### config.mk
export PLATFORM = sky130hd
export DESIGN_NAME = uart_rx_word_packer
export DESIGN_NICKNAME = d
export VERILOG_FILES = /design/src/rtl/uart_rx_word_packer.sv
export SDC_FILE = /design/constraint.sdc
export NUM_CORES = 1
export LEC_CHECK = 0
export ABC_AREA = 1
export CAP_MARGIN = 20
export CORE_ASPECT_RATIO = 1.5
export CORE_MARGIN = 4
export CORE_UTILIZATION = 35
export CTS_CLUSTER_SIZE = 24
export DETAILED_ROUTE_END_ITERATION = 8
export GPL_TIMING_DRIVEN = 0
export MAX_ROUTING_LAYER = met4
export PLACE_DENSITY_LB_ADDON = 0.3
export SYNTH_ARGS = -nofsm -noshare
export SYNTH_HDL_FRONTEND = slang
export SYNTH_SLANG_ARGS = --single-unit
### constraint.sdc
create_clock -name clk -period 3.95 [get_ports clk]
set_input_delay 0.79 -clock clk [delete_from_list [all_inputs] [get_ports clk]]
set_output_delay 0.79 -clock clk [all_outputs]
set_load 0.03 [all_outputs]
### src/rtl/uart_rx_word_packer.sv
// ---------------------------------------------------------------------------
// uart_rx_word_packer
//
// Collects bytes from a UART receiver into little-endian 32-bit words and
// queues the completed words in a small FIFO. A two-state read FSM pops
// words on request from the Interpreter.
//
// Ports
//   clk             : single system clock, rising edge
//   rst             : synchronous active-high reset
//   rx_byte_valid_i : one-cycle strobe of a received byte
//   rx_byte_i       : received byte, meaningful only with the strobe
//   rx_frame_err_i  : marks the current strobe as a framing error
//   read            : word-read request pulse
//   read_response   : one-cycle completion pulse for an accepted read
//   read_data       : most recently popped word
//   uart_rx_empty   : high while the FIFO holds no complete word
//   level_o         : FIFO occupancy in words
//   overflow_o      : sticky, a completed word was dropped on a full FIFO
//   frame_err_o     : sticky, a byte arrived with a framing error
// ---------------------------------------------------------------------------
module uart_rx_word_packer #(
  parameter int CLK_FREQ      = 100_000_000,
  parameter int BIT_RATE      = 9600,
  parameter int WORD_SIZE_BY  = 4,
  parameter int BUFFER_SIZE   = 8,
  parameter int TIMEOUT_BYTES = 4
) (
  input  logic                           clk,
  input  logic                           rst,
  input  logic                           rx_byte_valid_i,
  input  logic [7:0]                     rx_byte_i,
  input  logic                           rx_frame_err_i,
  input  logic                           read,
  output logic                           read_response,
  output logic [31:0]                    read_data,
  output logic                           uart_rx_empty,
  output logic [$clog2(BUFFER_SIZE):0]   level_o,
  output logic                           overflow_o,
  output logic                           frame_err_o
);

  localparam int AW             = $clog2(BUFFER_SIZE);
  localparam int LW             = AW + 1;
  localparam int TIMEOUT_CYCLES = TIMEOUT_BYTES * 10 * (CLK_FREQ / BIT_RATE);
  localparam int GW             = $clog2(TIMEOUT_CYCLES + 1);
  localparam logic [1:0]    LAST_IDX  = 2'(WORD_SIZE_BY - 1);
  localparam logic [GW-1:0] GAP_LIMIT = GW'(TIMEOUT_CYCLES);
  localparam logic [LW-1:0] FULL_LVL  = LW'(BUFFER_SIZE);

  typedef enum logic {
    S_IDLE,
    S_RESP
  } readState_t;

  readState_t      r_state;
  logic [1:0]      r_byteCnt;
  logic [23:0]     r_partial;
  logic [GW-1:0]   r_gap;
  logic [31:0]     r_mem [BUFFER_SIZE];
  logic [AW-1:0]   r_wrPtr;
  logic [AW-1:0]   r_rdPtr;
  logic [LW-1:0]   r_level;
  logic            r_empty;
  logic            r_overflow;
  logic            r_frameErr;
  logic            r_resp;
  logic [31:0]     r_data;

  logic            w_goodStrobe;
  logic            w_badStrobe;
  logic            w_wordDone;
  logic [31:0]     w_word;
  logic            w_full;
  logic            w_pop;
  logic            w_push;
  logic            w_drop;
  logic [LW-1:0]   w_levelNext;

  assign w_goodStrobe = rx_byte_valid_i & ~rx_frame_err_i;
  assign w_badStrobe  = rx_byte_valid_i &  rx_frame_err_i;
  assign w_wordDone   = w_goodStrobe && (r_byteCnt == LAST_IDX);
  // The final byte bypasses the partial register straight into the word.
  assign w_word       = {rx_byte_i, r_partial};
  assign w_full       = (r_level == FULL_LVL);
  assign w_pop        = (r_state == S_IDLE) && read && !r_empty;
  // A full FIFO still accepts a word when a pop frees a slot in the same cycle.
  assign w_push       = w_wordDone && (!w_full || w_pop);
  assign w_drop       = w_wordDone && w_full && !w_pop;

  always_comb begin
    w_levelNext = r_level;
    case ({w_push, w_pop})
      2'b10:   w_levelNext = r_level + LW'(1);
      2'b01:   w_levelNext = r_level - LW'(1);
      default: w_levelNext = r_level;
    endcase
  end

  // Byte assembly. The counter wraps naturally after the last byte, which
  // also covers the dropped-word case. The gap timer only runs while a
  // partial word exists; hitting the limit silently abandons it.
  always_ff @(posedge clk) begin
    if (rst) begin
      r_byteCnt <= 2'd0;
      r_partial <= 24'd0;
      r_gap     <= '0;
    end else if (w_badStrobe) begin
      r_byteCnt <= 2'd0;
      r_gap     <= '0;
    end else if (w_goodStrobe) begin
      r_byteCnt <= r_byteCnt + 2'd1;
      r_gap     <= '0;
      case (r_byteCnt)
        2'd0:    r_partial[7:0]   <= rx_byte_i;
        2'd1:    r_partial[15:8]  <= rx_byte_i;
        2'd2:    r_partial[23:16] <= rx_byte_i;
        default: r_partial        <= r_partial;
      endcase
    end else if (r_byteCnt != 2'd0) begin
      if (r_gap == GAP_LIMIT) begin
        r_byteCnt <= 2'd0;
        r_gap     <= '0;
      end else begin
        r_gap <= r_gap + GW'(1);
      end
    end else begin
      r_gap <= '0;
    end
  end

  // Word storage carries no reset; the pointers and level define validity.
  always_ff @(posedge clk) begin
    if (w_push) begin
      r_mem[r_wrPtr] <= w_word;
    end
  end

  // FIFO bookkeeping and sticky status flags. Pointers wrap on their own
  // because the depth is a power of two.
  always_ff @(posedge clk) begin
    if (rst) begin
      r_wrPtr    <= '0;
      r_rdPtr    <= '0;
      r_level    <= '0;
      r_empty    <= 1'b1;
      r_overflow <= 1'b0;
      r_frameErr <= 1'b0;
    end else begin
      if (w_push) begin
        r_wrPtr <= r_wrPtr + AW'(1);
      end
      if (w_pop) begin
        r_rdPtr <= r_rdPtr + AW'(1);
      end
      r_level <= w_levelNext;
      r_empty <= (w_levelNext == '0);
      if (w_drop) begin
        r_overflow <= 1'b1;
      end
      if (w_badStrobe) begin
        r_frameErr <= 1'b1;
      end
    end
  end

  // Read FSM. The head word is captured as it is popped, so the response
  // pulse in S_RESP presents data already settled; read is ignored there.
  always_ff @(posedge clk) begin
    if (rst) begin
      r_state <= S_IDLE;
      r_resp  <= 1'b0;
      r_data  <= 32'd0;
    end else begin
      case (r_state)
        S_IDLE: begin
          r_resp <= 1'b0;
          if (w_pop) begin
            r_data  <= r_mem[r_rdPtr];
            r_resp  <= 1'b1;
            r_state <= S_RESP;
          end
        end
        S_RESP: begin
          r_resp  <= 1'b0;
          r_state <= S_IDLE;
        end
        default: begin
          r_resp  <= 1'b0;
          r_state <= S_IDLE;
        end
      endcase
    end
  end

  assign read_response = r_resp;
  assign read_data     = r_data;
  assign uart_rx_empty = r_empty;
  assign level_o       = r_level;
  assign overflow_o    = r_overflow;
  assign frame_err_o   = r_frameErr;

endmodule
After elaboration in Yosys (flattened, before gate mapping)
Memory sizes are Yosys's and may differ from the RTL's. A register that Yosys moved wholly into a read port is not among the register bits.
Index checks and enable logic that the tools add are counted.
{"block": "word_totals", "reg_bits": 59, "ramBits": 256, "out_inout_bits": 40, "word_cells": 62, "n_memories": 1}
{"block": "op_classes", "n_addsub": 6, "n_eq_ne": 7, "mux": 8, "bitwise_logic": 6, "n_reduce_logical": 22}
{"memory": "r_mem", "depth": 8, "width": 32, "read_ports": 1, "rd_clocked_by_memory_dff": 1, "wr": 1, "line": "60", "source": "logic [31:0] r_mem [BUFFER_SIZE];"}
{"cell": "adder 19 x 1 -> 19 bit, second input constant", "n": 1}
{"cell": "equality test 19 bit, second input constant", "n": 1}
{"cell": "AND reduction 3 bit", "n": 3}
{"cell": "case mux 4 bit (2 select lines)", "n": 1}
{"cell": "adder 3 x 1 -> 3 bit, second input constant", "n": 2}
{"cell": "equality test 2 bit, second input constant", "n": 3}
{"cell": "logical AND 1 bit", "n": 6}
{"cell": "2-to-1 mux 2 bit", "n": 3}
{"cell": "nonzero test 2 bit", "n": 3}
{"cell": "OR reduction 5 bit", "n": 1}
{"cell": "adder 4 x 1 -> 4 bit, second input constant", "n": 1}
{"cell": "equality test 2 x 1 -> 1 bit, second input constant", "n": 2}
{"cell": "equality test 4 bit, second input constant", "n": 1}
{"cell": "logical NOT 4 bit", "n": 1}
{"cell": "NOT 1 bit", "n": 4}
{"cell": "AND reduction 2 bit", "n": 2}
{"cell": "subtractor 4 x 1 -> 4 bit, second input constant", "n": 1}
{"cell": "logical NOT 1 bit", "n": 3}
{"cell": "2-to-1 mux 1 bit", "n": 3}
{"cell": "adder 2 x 1 -> 2 bit, second input constant", "n": 1}
{"cell": "bitwise AND 1 bit", "n": 2}
{"cell": "logical NOT 2 bit", "n": 1}
{"cell": "case mux 1 bit (2 select lines)", "n": 1}
{"cell": "OR reduction 2 bit", "n": 1}
{"cell": "logical OR 1 bit", "n": 1}

Logic depth before layout (Yosys ltp)
Gate-level depths: netlist (run 1).
{"block": "depth", "ltp_word": 8, "depth_mapped": 17}

Least setup slack after synthesis (run 1)
OpenSTA, ideal clock, no wires.
{"block": "synth_path", "kind": "input port to flip-flop", "from": "in read", "to": "mem r_mem[0][0] (enable)", "t_arrival_ns": 2.883, "t_required_ns": 3.529, "setup_slack_ns": 0.646, "path_stages": 7, "path_buffers": 0, "cell_sequence": "inv_1 -> nor2_1 -> nand2_1 -> nand3_1 -> nand2_2 -> or2_4 -> nor2_1"}
{"block": "synth_via", "elab_chain_len": 6}
{"item": "start, declared", "line": "34", "source": "input logic read,"}
{"item": "logical AND 1 bit (2 in a row)", "line": "86", "source": "assign w_pop = (r_state == S_IDLE) && read && !r_empty;"}
{"item": "logical OR 1 bit", "line": "88", "source": "assign w_push = w_wordDone && (!w_full || w_pop);"}
{"item": "logical AND 1 bit", "line": "88"}
{"item": "2-to-1 mux 1 bit", "line": "134", "source": "if (w_push) begin"}
{"item": "2-to-1 mux 1 bit (implied by the code)", "line": "135", "source": "r_mem[r_wrPtr] <= w_word;"}
{"item": "end, declared", "line": "60"}
Every way passes these cells.

Final worst setup path (run 1)
{"block": "layout_path", "from": "in read", "to": "reg r_empty (netlist: uart_rx_empty)"}
{"block": "layout_via", "elab_chain_len": 7, "elab_cells_between_ends": 8}
{"item": "logical AND 1 bit (*) (2 in a row)", "line": "86"}
{"item": "net w_pop", "line": "75", "source": "logic w_pop;"}
{"item": "logical OR 1 bit", "line": "88"}
{"item": "logical AND 1 bit", "line": "88"}
{"item": "equality test 2 x 1 -> 1 bit / equality test 2 bit (equally long branches)", "line": "93", "source": "case ({w_push, w_pop})"}
{"item": "case mux 4 bit (2 select lines) (*)", "line": "93"}
{"item": "logical NOT 4 bit (*)", "line": "157", "source": "r_empty <= (w_levelNext == '0);"}
{"item": "end signal, assigned", "line": "157"}
{"item": "end, declared", "line": "64", "source": "logic r_empty;"}
The timed path passes the listed nets; every way through them passes the cells marked *.
A chain may end at the register's enable or synchronous reset.

==> results of run 1 <==
how the worst max path moves through the flow:
stage / start / to / depth (start not counted)
2_1_floorplan: read / r_mem[0][0] / 7
3_3_place_gp: read / r_mem[4][18] / 8
6_report: read / uart_rx_empty / 17
4_1_cts: read / uart_rx_empty / 17
3_5_place_dp: read / uart_rx_empty / 17
5_1_grt: read / uart_rx_empty / 17
critical path, cell delays in order:
cell	delay [ns]
sky130_fd_sc_hd__clkdlybuf4s50_1	0.45
sky130_fd_sc_hd__inv_1	0.03
sky130_fd_sc_hd__nor2_1	0.08
sky130_fd_sc_hd__nand2_1	0.22
sky130_fd_sc_hd__inv_2	0.16
sky130_fd_sc_hd__buf_2	0.32
sky130_fd_sc_hd__buf_2	0.40
sky130_fd_sc_hd__ha_1	0.28
sky130_fd_sc_hd__nand2_1	0.07
sky130_fd_sc_hd__inv_1	0.07
sky130_fd_sc_hd__nor2_1	0.06
sky130_fd_sc_hd__ha_1	0.28
sky130_fd_sc_hd__inv_1	0.04
sky130_fd_sc_hd__o21ai_0	0.19
sky130_fd_sc_hd__o21ai_0	0.14
sky130_fd_sc_hd__nand2_1	0.11
sky130_fd_sc_hd__a21oi_1	0.04
flip-flops by register name (all words and copies together), names as in the netlist:
name,cells
read_data,32
r_partial,24
r_rdPtr,3
read_response,1
r_byteCnt,2
level_o,4
overflow_o,1
r_mem,256
frame_err_o,1
r_gap,19
r_wrPtr,3
uart_rx_empty,1
where the power goes:
| part | total [W] | internal [W] | switching [W] |
|---|---|---|---|
| clock network | 0.00294 | 0.00166 | 0.00128 |
| logic | 0.00157 | 0.000502 | 0.00107 |
| registers | 0.00406 | 0.00399 | 0.0000730 |
cell type report:
class / instances / area, um2 / area share [%]
Inverter: 64 / 243 / 1.51
Clock buffer: 50 / 887 / 5.53
Buffer: 71 / 367 / 2.28
Timing Repair Buffer: 59 / 686 / 4.27
Multi-Input combinational cell: 726 / 3640 / 22.7
Sequential cell: 347 / 9510 / 59.3
Tap cell: 495 / 619 / 3.86
Clock inverter: 8 / 93.8 / 0.585
metrics by stage:
stage | area, um2 | hold WS [ns] | setup TNS, ns | power [W]
floorplan | 13700 | 0.430 | 0 | 0.00507
global placement | 14800 | 0.444 | -364.99 | 0.00571
detailed placement | 15100 | 0.447 | 0 | 0.00573
CTS | 16000 | 0.457 | 0 | 0.00865
global route | 16000 | 0.480 | 0 | 0.00895
finish | 16000 | 0.454 | 0 | 0.00857
cell usage in the layout, fill, tap and decap left out, types with 26 or more instances in the layout:
cell                              instances
sky130_fd_sc_hd__edfxtp_1               256
sky130_fd_sc_hd__nor2_1                 192
sky130_fd_sc_hd__o21ai_0                164
sky130_fd_sc_hd__nand2_1                110
sky130_fd_sc_hd__dfxtp_1                 91
sky130_fd_sc_hd__a21oi_1                 90
sky130_fd_sc_hd__o211ai_1                64
sky130_fd_sc_hd__inv_1                   59
sky130_fd_sc_hd__clkdlybuf4s50_1         51
sky130_fd_sc_hd__nand3_1                 42
sky130_fd_sc_hd__clkbuf_1                42
sky130_fd_sc_hd__clkbuf_16               31
sky130_fd_sc_hd__buf_2                   26
kinds of logic after synthesis:
| family | after synthesis | share of synthesized area [%] |
|---|---|---|
| compound gates | 324 | 13.1 |
| xor+xnor | 8 | 0.511 |
| fa+ha+maj | 11 | 1.00 |
| buf+inv | 135 | 4.45 |
| flops | 347 | 69.4 |
| simple gates | 383 | 11.6 |
metal layers:
layer  global-route usage, %  up-vias  part of all wire [%]
met5                       -        -                     0
met4                    5.73        0                   3.1
met3                    1.78       74                   4.7
met2                    31.1      268                    52
met1                    21.0     4523                    41
li1                        -     4452                     -
==> flow_results.org, run 1 <==
** Clock tree
- In this run the clock root is driven by a sky130_fd_sc_hd__clkbuf_16.
- In this run, CTS created clock tree buffers numbering 31.
- Clock-pin slew was measured on the worst setup and hold paths at approximately 0.060 ns.
- After clock tree synthesis, the repair step resized 0 gates.
- CTS tree :: done
- CTS built an H-tree with a depth of 1.
- Buffers inserted to repair hold after CTS numbered 0.
- After clock tree synthesis, the setup repair step added 0 buffers.
- Clock latency on the worst-skew pair, taken at its later pin, is approximately 0.58 ns.
- In this run the deepest clock path goes through 3 buffers.
- CTS saw 347 sinks.

** Routing
- Detailed Route Iter0 Violations :: just under 700
- Summing over every cut layer, the via total after detailed routing is 9317.
- Remaining number of nets flagged by the antenna check after routing :: 0
- DRC violation count after routing :: 0
- Total length of routed wires :: 37000 um
- Dividing the detail-routed via count by the number of cells gives slightly above 5.
- For this run, the detailed router's first-pass iteration total came to 5.
- Dividing the detail-routed wire length by the instance count gives ~20 um.

** Yosys
- Counting distinct cell types in the post-synthesis netlist gives 34.
- Fraction of registers with async set or reset after synthesis :: 0%
- The number of nets handed over by synthesis was between 1k and 1.5k.
- Of the post-synthesis cell area, the dominant cell type holds between 50 and 60%.
- Synth cell count leaders :: sky130_fd_sc_hd__edfxtp_1 (256), sky130_fd_sc_hd__nor2_1 (200), sky130_fd_sc_hd__o21ai_0 (164)
- Summing the sequential cell areas from Yosys gives 69.4% of the chip area.
- Of all cell types, the one taking the most synthesized area is sky130_fd_sc_hd__edfxtp_1.
- After synthesis, the cell types taking the most area are sky130_fd_sc_hd__edfxtp_1 (56%), sky130_fd_sc_hd__dfxtp_1 (13%), sky130_fd_sc_hd__o21ai_0 (6.0%).
- In this run, synthesis produced a sequential element count of about 350.
- Yosys printed 0 warnings.
- Dominant cell by count in the synthesized netlist :: sky130_fd_sc_hd__edfxtp_1
- Prevailing post-synth register cell :: sky130_fd_sc_hd__edfxtp_1
- Counting flops with a built-in enable in the synthesized netlist gives between 200 and 300.
- Combined area of all synthesized cells :: ~0.014 mm2
- Average size of a mapped cell :: between 10 and 15 um2
- In the synthesized netlist, the number of instances is about 1.2k.

** Finish
- Utilization after layout :: 41.6%
- Counting the fill cells in the layout gives roughly 3.6k.
- Number of standard cells in the final layout excluding fillers :: 1820
- # diodes :: 0
- Proportion of layout cells with a drive suffix above 1 :: under 10%
- Area growth from synthesis to layout :: 17.1%
- In the final design database the tool counted 1324 nets.

** Place
- Post-detail-place hpwl :: 24100 um
- Number of I/O port buffers :: between 50 and 60
- Setup slack at placement :: about 0.042 ns
- The number of placed instances, taps included, is 1762.
- The congestion estimate from routability-driven global placement came to 0.820.

** GRT
- Antenna violations before repair :: 0
- Vias in the first global route :: 9226
- Total gr overflow :: 0
- Wire length of the first global-routing pass :: between 50000 and 60000 um
- Entering global routing, the biggest net connects 22 pins.
- Global routing consumed, over all layers together, ~18% of the routing resources.

** Critical path
- Endpoint required time on the critical path :: approximately 4.4 ns
- The worst register-to-register path has a depth of 15.
- Origin of the critical flop-to-flop path :: read_response
- The worst setup path is launched from a primary input.
- The critical path is of the primary input to register type.
- STA classifies the critical path endpoint as a register.
- For the worst setup path, the data arrival time is about 3.8 ns.
- Crit path max fanout :: 11
- Capturing point of the worst reg2reg path :: uart_rx_empty
- Minimum setup slack among reg-to-reg paths :: around 1.0 ns

** Pwr
- Power per Cell Area :: 534 mW/mm2
- Leak Pwr :: roughly 5.2 nW
- VDD sags by at most around 380 uV.

** Floorplan
- Total Die Area :: ~0.042 mm2
- After floorplanning, the core was divided into just under 90 placement rows.
- Area inside the core boundary :: 0.0385 mm2
- Chip Width :: 170 um
- Starting density of the core :: 35.6%
- In this run the vertical extent of the chip is ~250 um.
- I/O pin total :: 53

** Flow run
- Max Cap Viol :: 0

** STA
- Achievable Freq :: 301 MHz
- Measured against its own limit, the worst slew margin works out to 32.3%.
- The hold violation total from the final report came to 0.
- Shortest period the worst path allows :: between 3 and 4 ns
- Worst-case clock skew :: just over 0.02 ns
- Setup-failing EPs final :: 0
- Setup slack closes at ~0.63 ns.
- Fin crit share :: a little over four fifths
- The number of pins with negative max-slew slack in the final report came to 0.
- Setup repair after global routing left no endpoint under its margin.
- Slew of the pin with the lowest slew margin :: roughly 1.0 ns

** Run status
- Run status :: completed

** Hold path
- In this run the most critical hold path is launched from frame_err_o.
- The path class of the tightest hold or removal check is register to register.
- The path with the worst hold slack has its endpoint at frame_err_o.
- Worst hold path cell count :: 2
(Power assumes the default switching activity.)
==> inputs of run 2 (changes only) <==
- clock period: 3.95 -> 2.83 ns (I/O delays scaled with it)
==> run 2 against run 1 <==
Effect of this change: wire length is 0.70% higher; register-to-register slack got worse by 0.62 ns; global-route usage about the same; largest power group unchanged; critical path type unchanged; total power rose by 42%.
==> flow_results.org, run 2 (synthesized netlist as in run 1, its figures left out) <==
** Finish
- Area growth from synthesis to layout :: 17.5% (was 17.1%)
- The register ranked first by flip-flop count is r_mem (unchanged).
- Leading cell type in the layout, fill and taps excluded :: sky130_fd_sc_hd__edfxtp_1 (unchanged)
- The antenna cell count is 0 (unchanged).
- Number of flip-flops in the largest register :: 256 (unchanged)
- The fraction of layout cells with a size suffix above 1 is 9.30% (was 9.06%).
- Utilization after layout :: 41.8% (was 41.6%)
- Commonest cells after routing, fill and taps aside :: sky130_fd_sc_hd__edfxtp_1 (256), sky130_fd_sc_hd__nor2_1 (192), sky130_fd_sc_hd__o21ai_0 (164) (unchanged)
- Net count reported at finish :: 1323 (was 1324)

** Critical path
- Most common cell type on the critical path :: sky130_fd_sc_hd__nand2_2
- The data required time of the worst path was 3.09 ns (was 4.40 ns).
- The largest fanout of any net on the critical path was 17 (was 11).
- The type of origin of the critical path is a primary input (unchanged).
- Cells along the critical path: clkdlybuf4s50_1, inv_1, nor2_1, nand2_2, nand3_1, nand2_2, or2_4, nor2_4, buf_12 (was clkdlybuf4s50_1, inv_1, nor2_1, nand2_1, inv_2, buf_2, buf_2, ha_1, nand2_1, inv_1, nor2_1, ha_1, inv_1, o21ai_0, o21ai_0, nand2_1, a21oi_1).
- Worst path max stage delay :: 0.62 ns (was 0.45 ns)
- The type of the setup path with the least slack is primary input to register (unchanged).
- The sort of element at the end of the critical path is a register (unchanged).
- Worst endpoint data arrival time :: 2.83 ns (was 3.77 ns)
- The cell at the slowest stage of the critical path is sky130_fd_sc_hd__nor2_4 (was sky130_fd_sc_hd__clkdlybuf4s50_1).

** Clock tree
- The clock tree from TritonCTS is done (unchanged).
- The largest buffer count on any clock path came to 3 (unchanged).
- The buffer type at the clock tree root is sky130_fd_sc_hd__clkbuf_16 (unchanged).
- The TritonCTS buffer count came to 31 (unchanged).
- The maximum level of the CTS H-tree is 1 (unchanged).
- The clock edge transition at the registers on the reported setup and hold paths is 0.06 ns (about the same).
- The number of buffers added to fix hold violations after cts is 0 (unchanged).
- The clock network latency to the later pin of the worst-skew pair is 0.58 ns (about the same).
- The clock sink count was 347 (unchanged).

** GRT
- The via count of the first global-routing pass was 9148 (was 9226).
- The sum of overflow across all layers after global routing was 0 (unchanged).
- Overall global routing resource usage :: 17.6% (about the same)
- The initial antenna violation count was 0 (unchanged).
- Wire length of the first global-routing pass :: 55200 um (was 55500 um)
- The largest net degree at the start of global routing came to 22 (unchanged).

** Routing
- The DRC violations left is 0 (unchanged).
- Detailed Route Iter0 Violations :: 761 (was 692)
- The number of vias in the routed layout came to 9322 (was 9317).
- The via density per instance came to 5.13 (was 5.12).
- Total length of routed wires :: 37200 um (was 37000 um)
- The wire length per cell after detailed routing was 20.5 um (was 20.3 um).
- The length of the first detailed-routing pass in iterations came to 5 (unchanged).
- Remaining number of nets flagged by the antenna check after routing :: 0 (unchanged)

** Pwr
- Maximum resistive drop on vdd :: 459 uV (was 376 uV)
- The static leakage power is 5.33 nW (was 5.22 nW).
- The total power divided by cell area is 756 mW/mm2 (was 534 mW/mm2).

** Floorplan
- Area inside the core boundary :: 0.0385 mm2 (unchanged)
- The die footprint came to 0.0424 mm2 (unchanged).
- I/O pin total :: 53 (unchanged)
- The initial cell density of the core is 35.6% (unchanged).
- The number of placement rows is 88 (unchanged).
- The die width was 170 um (unchanged).
- Die span in y :: 250 um (unchanged)

** STA
- Hold violation count in the final report :: 0 (unchanged)
- The slack of the critical path was 0.261 ns (was 0.630 ns).
- The transition time of the tightest slew-check pin is 0.898 ns (was 1.02 ns).
- Fin crit share :: about nine tenths
- Worst-case clock skew :: 0.0173 ns (was 0.0202 ns)
- Relative max-transition margin :: 40.1% (was 32.3%)
- Pins Over Slew Limit :: 0 (unchanged)
- Unrepaired setup endpoints after global routing :: no (unchanged)
- The worst path needs about 2.6 ns of the cycle, external delays included.
- Static timing analysis puts the maximum clock frequency at just under 400 MHz.
- Setup-failing EPs final :: 0 (unchanged)

** Flow run
- The count of maximum capacitance violations is 0 (unchanged).

** Place
- RePlAce Congestion :: 0.824 (was 0.820)
- The number of port buffers was 51 (unchanged).
- Setup slack at placement :: -0.834 ns (was 0.0417 ns)
- The placed wire-length estimate is 24100 um (about the same).

** Run status
- Run status :: completed (unchanged)

** Hold path
- HP Class :: register to register (unchanged)
## run 2: layer usage
metal	vias to the layer above	GRT usage, %	routed length, um
met5	-	-	0
met4	0	6.88	1390
met3	93	1.97	1640
met2	269	30.1	19100
met1	4513	21.4	15100
li1	4447	-	-
## run 2: cell type report
| type | instances | area, um2 |
|---|---|---|
| Fill cell | 3564 | 22400 |
| Sequential cell | 347 | 9510 |
| Multi-Input combinational cell | 726 | 3640 |
| Clock buffer | 45 | 898 |
| Timing Repair Buffer | 59 | 686 |
| Tap cell | 495 | 619 |
| Buffer | 70 | 364 |
| Inverter | 64 | 248 |
| Clock inverter | 12 | 134 |
## run 2: what timing repair did
item	in CTS	in global routing
buffers inserted	0	0
endpoints found under the setup margin	3	3
endpoints found under the hold margin	0	0
gates resized for setup	1	4
## run 2: power by group
part	internal [W]	switching (W)
clock	0.00246	0.00183
sequential	0.00557	0.0000995
combinational	0.000707	0.00150
## run 2: critical path: cells and delay by family
kind | cells | cell delay, ns
buf+inv | 3 | 0.75
simple gates | 6 | 1.49
## run 2: metrics by stage
step,hold WS [ns],setup TNS [ns],cell area (um2),instances,total power [W]
2_1_floorplan,0.430,-32.00,13700,1208,0.00708
3_3_place_gp,0.445,-459.34,14800,1754,0.00798
3_5_place_dp,0.443,-53.29,15100,1762,0.00801
4_1_cts,0.457,0,16100,1818,0.0123
5_1_grt,0.485,0,16100,1818,0.0127
6_report,0.457,0,16100,1818,0.0122
## run 2: final timing paths
check	startpoint	depth (start not counted)	end	slack, ns
worst min register to register	frame_err_o	2	frame_err_o	0.46
worst max-delay path	read	9	r_mem[4][22]	0.26
worst min-delay path	frame_err_o	2	frame_err_o	0.46
worst max register to register	read_response	7	r_mem[4][22]	0.39
==> inputs of run 3 (changes only) <==
- CORE_MARGIN: 4 -> 3
- PLACE_DENSITY: default -> 0.51
- PLACE_DENSITY_LB_ADDON: 0.3 -> default
==> run 3 against run 2 <==
Effect of this change: setup slack got worse by 0.033 ns; combinational power barely moved; clock skew fell by 0.0056 ns; critical path type unchanged; highest routed layer unchanged; flip-flop and latch count did not move; clock power rose by 9.1%; final cell count rose by 0.28%; die area fell by 2.0%; clock-buffer cell count rose by 2; sequential power barely moved.
==> flow_results.org, run 3 (synthesized netlist as in run 1, its figures left out) <==
** Routing
- The violation count after the first detailed-routing iteration is 722 (was 761).
- The post-detailed-route count of antenna-violating nets came to 0 (unchanged).
- Via count :: 9277 (was 9322)
- Iteration count of the initial detailed-routing pass :: 5 (unchanged)
- The via density per instance came to 5.09 (was 5.13).
- Total length of routed wires :: 38400 um (was 37200 um)
- The DRC violations left is 0 (unchanged).
- The wire length per cell after detailed routing was 21.0 um (was 20.5 um).

** Clock tree
- CTS tree :: done (unchanged)
- Clock input transition at the sequential cells of the worst setup and hold paths :: 0.06 ns (about the same)
- The post-CTS setup buffer count is 0 (unchanged).
- Maximum clock insertion buffer count :: 3 (unchanged)
- Number of clock sinks :: 347 (unchanged)
- The TritonCTS buffer count is 34 (was 31).
- Clock root buffer :: sky130_fd_sc_hd__clkbuf_16 (unchanged)
- The number of buffers added to fix hold violations after cts is 0 (unchanged).
- Clock Latency Late Sink :: 0.52 ns (was 0.58 ns)
- # resized after CTS :: 2 (was 1)
- The maximum level of the CTS H-tree is 2 (was 1).

** Finish
- The multi-input logic area was 0.00364 mm2 (unchanged).
- Number of flip-flops in the largest register :: 256 (unchanged)
- Commonest cells after routing, fill and taps aside :: sky130_fd_sc_hd__edfxtp_1 (256), sky130_fd_sc_hd__nor2_1 (192), sky130_fd_sc_hd__o21ai_0 (164) (unchanged)
- # diodes :: 0 (unchanged)
- The fraction of layout cells with a size suffix above 1 was 9.64% (was 9.30%).
- The most frequent standard cell in the layout excluding fill and tap cells is sky130_fd_sc_hd__edfxtp_1 (unchanged).
- The area used by sequential logic in the layout is 0.00951 mm2 (unchanged).
- The core utilization of the finished layout came to 42.1% (was 41.8%).
- Number of fill cells in the layout :: 3676 (was 3564)
- The layout net count is 1326 (was 1323).
- Post-layout instance area :: 0.0162 mm2 (was 0.0161 mm2)
- The relative area change from synthesis to final layout was 18.3% (was 17.5%).
- Top reg by flops :: r_mem (unchanged)

** STA
- Relative max-transition margin :: 35.1% (was 40.1%)
- The highest achievable clock rate was 384 MHz (was 389 MHz).
- Shortest period the worst path allows :: 2.60 ns (was 2.57 ns)
- The final clock period utilization by the worst path is 91.9% (was 90.8%).
- Unrepaired setup endpoints after global routing: no (unchanged).
- Setup-failing EPs final :: 0 (unchanged)
- The number of pins with negative max-slew slack in the final report came to 0 (unchanged).
- The transition time of the tightest slew-check pin came to 0.974 ns (was 0.898 ns).
- The hold violation total from the final report is 0 (unchanged).
- The clock skew after layout was 0.0118 ns (was 0.0173 ns).

** Floorplan
- FP Rows :: 88 (unchanged)
- The number of top-level design ports came to 53 (unchanged).
- The core outline area is 0.0385 mm2 (unchanged).
- Starting density of the core :: 35.6% (unchanged)
- The die outline height came to 248 um (was 250 um).
- The die footprint is 0.0416 mm2 (was 0.0424 mm2).
- Chip Width :: 168 um (was 170 um)

** Pwr
- Sequential group share of total power :: 45.1% (was 46.6%)
- The total internal power came to 0.00904 W (was 0.00874 W).
- The total power divided by cell area is 775 mW/mm2 (was 756 mW/mm2).
- The combinational share of power was 17.6% (was 18.1%).
- The static leakage power came to 5.37 nW (was 5.33 nW).
- The net switching component of the power was 0.00353 W (was 0.00343 W).
- The share of total power consumed by net switching came to 28.1% (was 28.2%).
- The maximum VDD drop is 531 uV (was 459 uV).
- Clock network power share :: 37.3% (was 35.3%)

** Critical path
- The type of origin of the critical path was a primary input (unchanged).
- Worst setup path class :: primary input to register (unchanged)
- Worst path max stage delay :: 0.57 ns (was 0.62 ns)
- Critical Path Sink Type :: register (unchanged)
- Depth of the most critical reg-to-reg path :: 15 (was 7)
- Worst endpoint data arrival time :: 2.82 ns (was 2.83 ns)
- Minimum setup slack among reg-to-reg paths :: 0.40 ns (was 0.39 ns)
- First element of the critical path :: read (unchanged)
- Most common cell type on the critical path :: sky130_fd_sc_hd__nand2_2 (unchanged)
- The endpoint of the worst register-to-register path was uart_rx_empty (was r_mem[4][22]).
- The data required time of the worst path came to 3.04 ns (was 3.09 ns).
- The termination of the worst setup path was r_mem[4][16] (was r_mem[4][22]).
- The largest fanout of any net on the critical path is 18 (was 17).
- Cells along the critical path :: clkdlybuf4s50_1, inv_1, nor2_1, nand2_2, nand3_1, nand2_2, or2_4, nor2_4, buf_12 (unchanged)
- The cell at the slowest stage of the critical path is sky130_fd_sc_hd__nor2_4 (unchanged).
- Origin of the critical flop-to-flop path :: read_response (unchanged)

** Place
- The placed wire-length estimate was 24600 um (was 24100 um).
- The routability-driven placement congestion ratio came to 0.816 (was 0.824).
- The number of port buffers came to 51 (unchanged).
- The post-placement cell area is 0.0151 mm2 (about the same).

** GRT
- Antenna violations before repair :: 0 (unchanged)
- The sum of overflow across all layers after global routing was 0 (unchanged).
- Wire length of the first global-routing pass :: 57200 um (was 55200 um)
- Vias in the first global route :: 9219 (was 9148)
- The largest net degree at the start of global routing was 22 (unchanged).
- Overall global routing resource usage :: 18.9% (was 17.6%)

** Flow run
- Max Cap Viol :: 0 (unchanged)

** Hold path
- HP Class :: register to register (unchanged)
- The start point of the worst min-delay path is frame_err_o (unchanged).

** Run status
- Run status :: completed (unchanged)
==> run 3: critical path, delay by kind of cell <==
family	cells	cell delay, ns
simple gates	6	1.47
buf+inv	3	0.76
==> run 3: cell type report <==
class	instances	area share (%)
timing repair buffer	59	4.18
clock inverter	15	1.15
sequential	347	58.7
clock buffer	47	5.94
inverter	64	1.53
tap	495	3.82
buffer	70	2.25
multi-input combinational	726	22.5
==> run 3: metal layers <==
layer	track usage [%]	share of wire, %
met5	-	0
met4	7.10	3.5
met1	22.9	41
met3	2.33	4.2
met2	32.5	51
==> run 3: worst min path at each step <==
stage,cells past startpoint,to
after global placement,1,r_gap[0]
final,2,frame_err_o
after global routing,1,r_gap[0]
after floorplan,1,r_gap[0]
after detailed placement,1,r_gap[0]
after CTS,1,r_gap[0]
==> run 3: per-stage QoR <==
step           instances  hold slack, ns  setup slack [ns]  power (W)  TNS [ns]
5_1_grt             1823           0.486            0.0338     0.0131         0
6_report            1823           0.457             0.228     0.0126         0
3_3_place_gp        1754           0.445             -2.74    0.00801   -484.37
4_1_cts             1823           0.465            0.0239     0.0127         0
2_1_floorplan       1208           0.430            -0.250    0.00708    -32.00
3_5_place_dp        1762           0.451            -0.848    0.00802    -60.00
==> run 3: power by group through the flow <==
stage	sequential (W)	combinational [W]	clock [W]
floorplan	0.00601	0.00107	0
global placement	0.00577	0.00223	0
detailed placement	0.00578	0.00225	0
CTS	0.00567	0.00226	0.00478
global route	0.00568	0.00243	0.00497
finish	0.00566	0.00221	0.00469
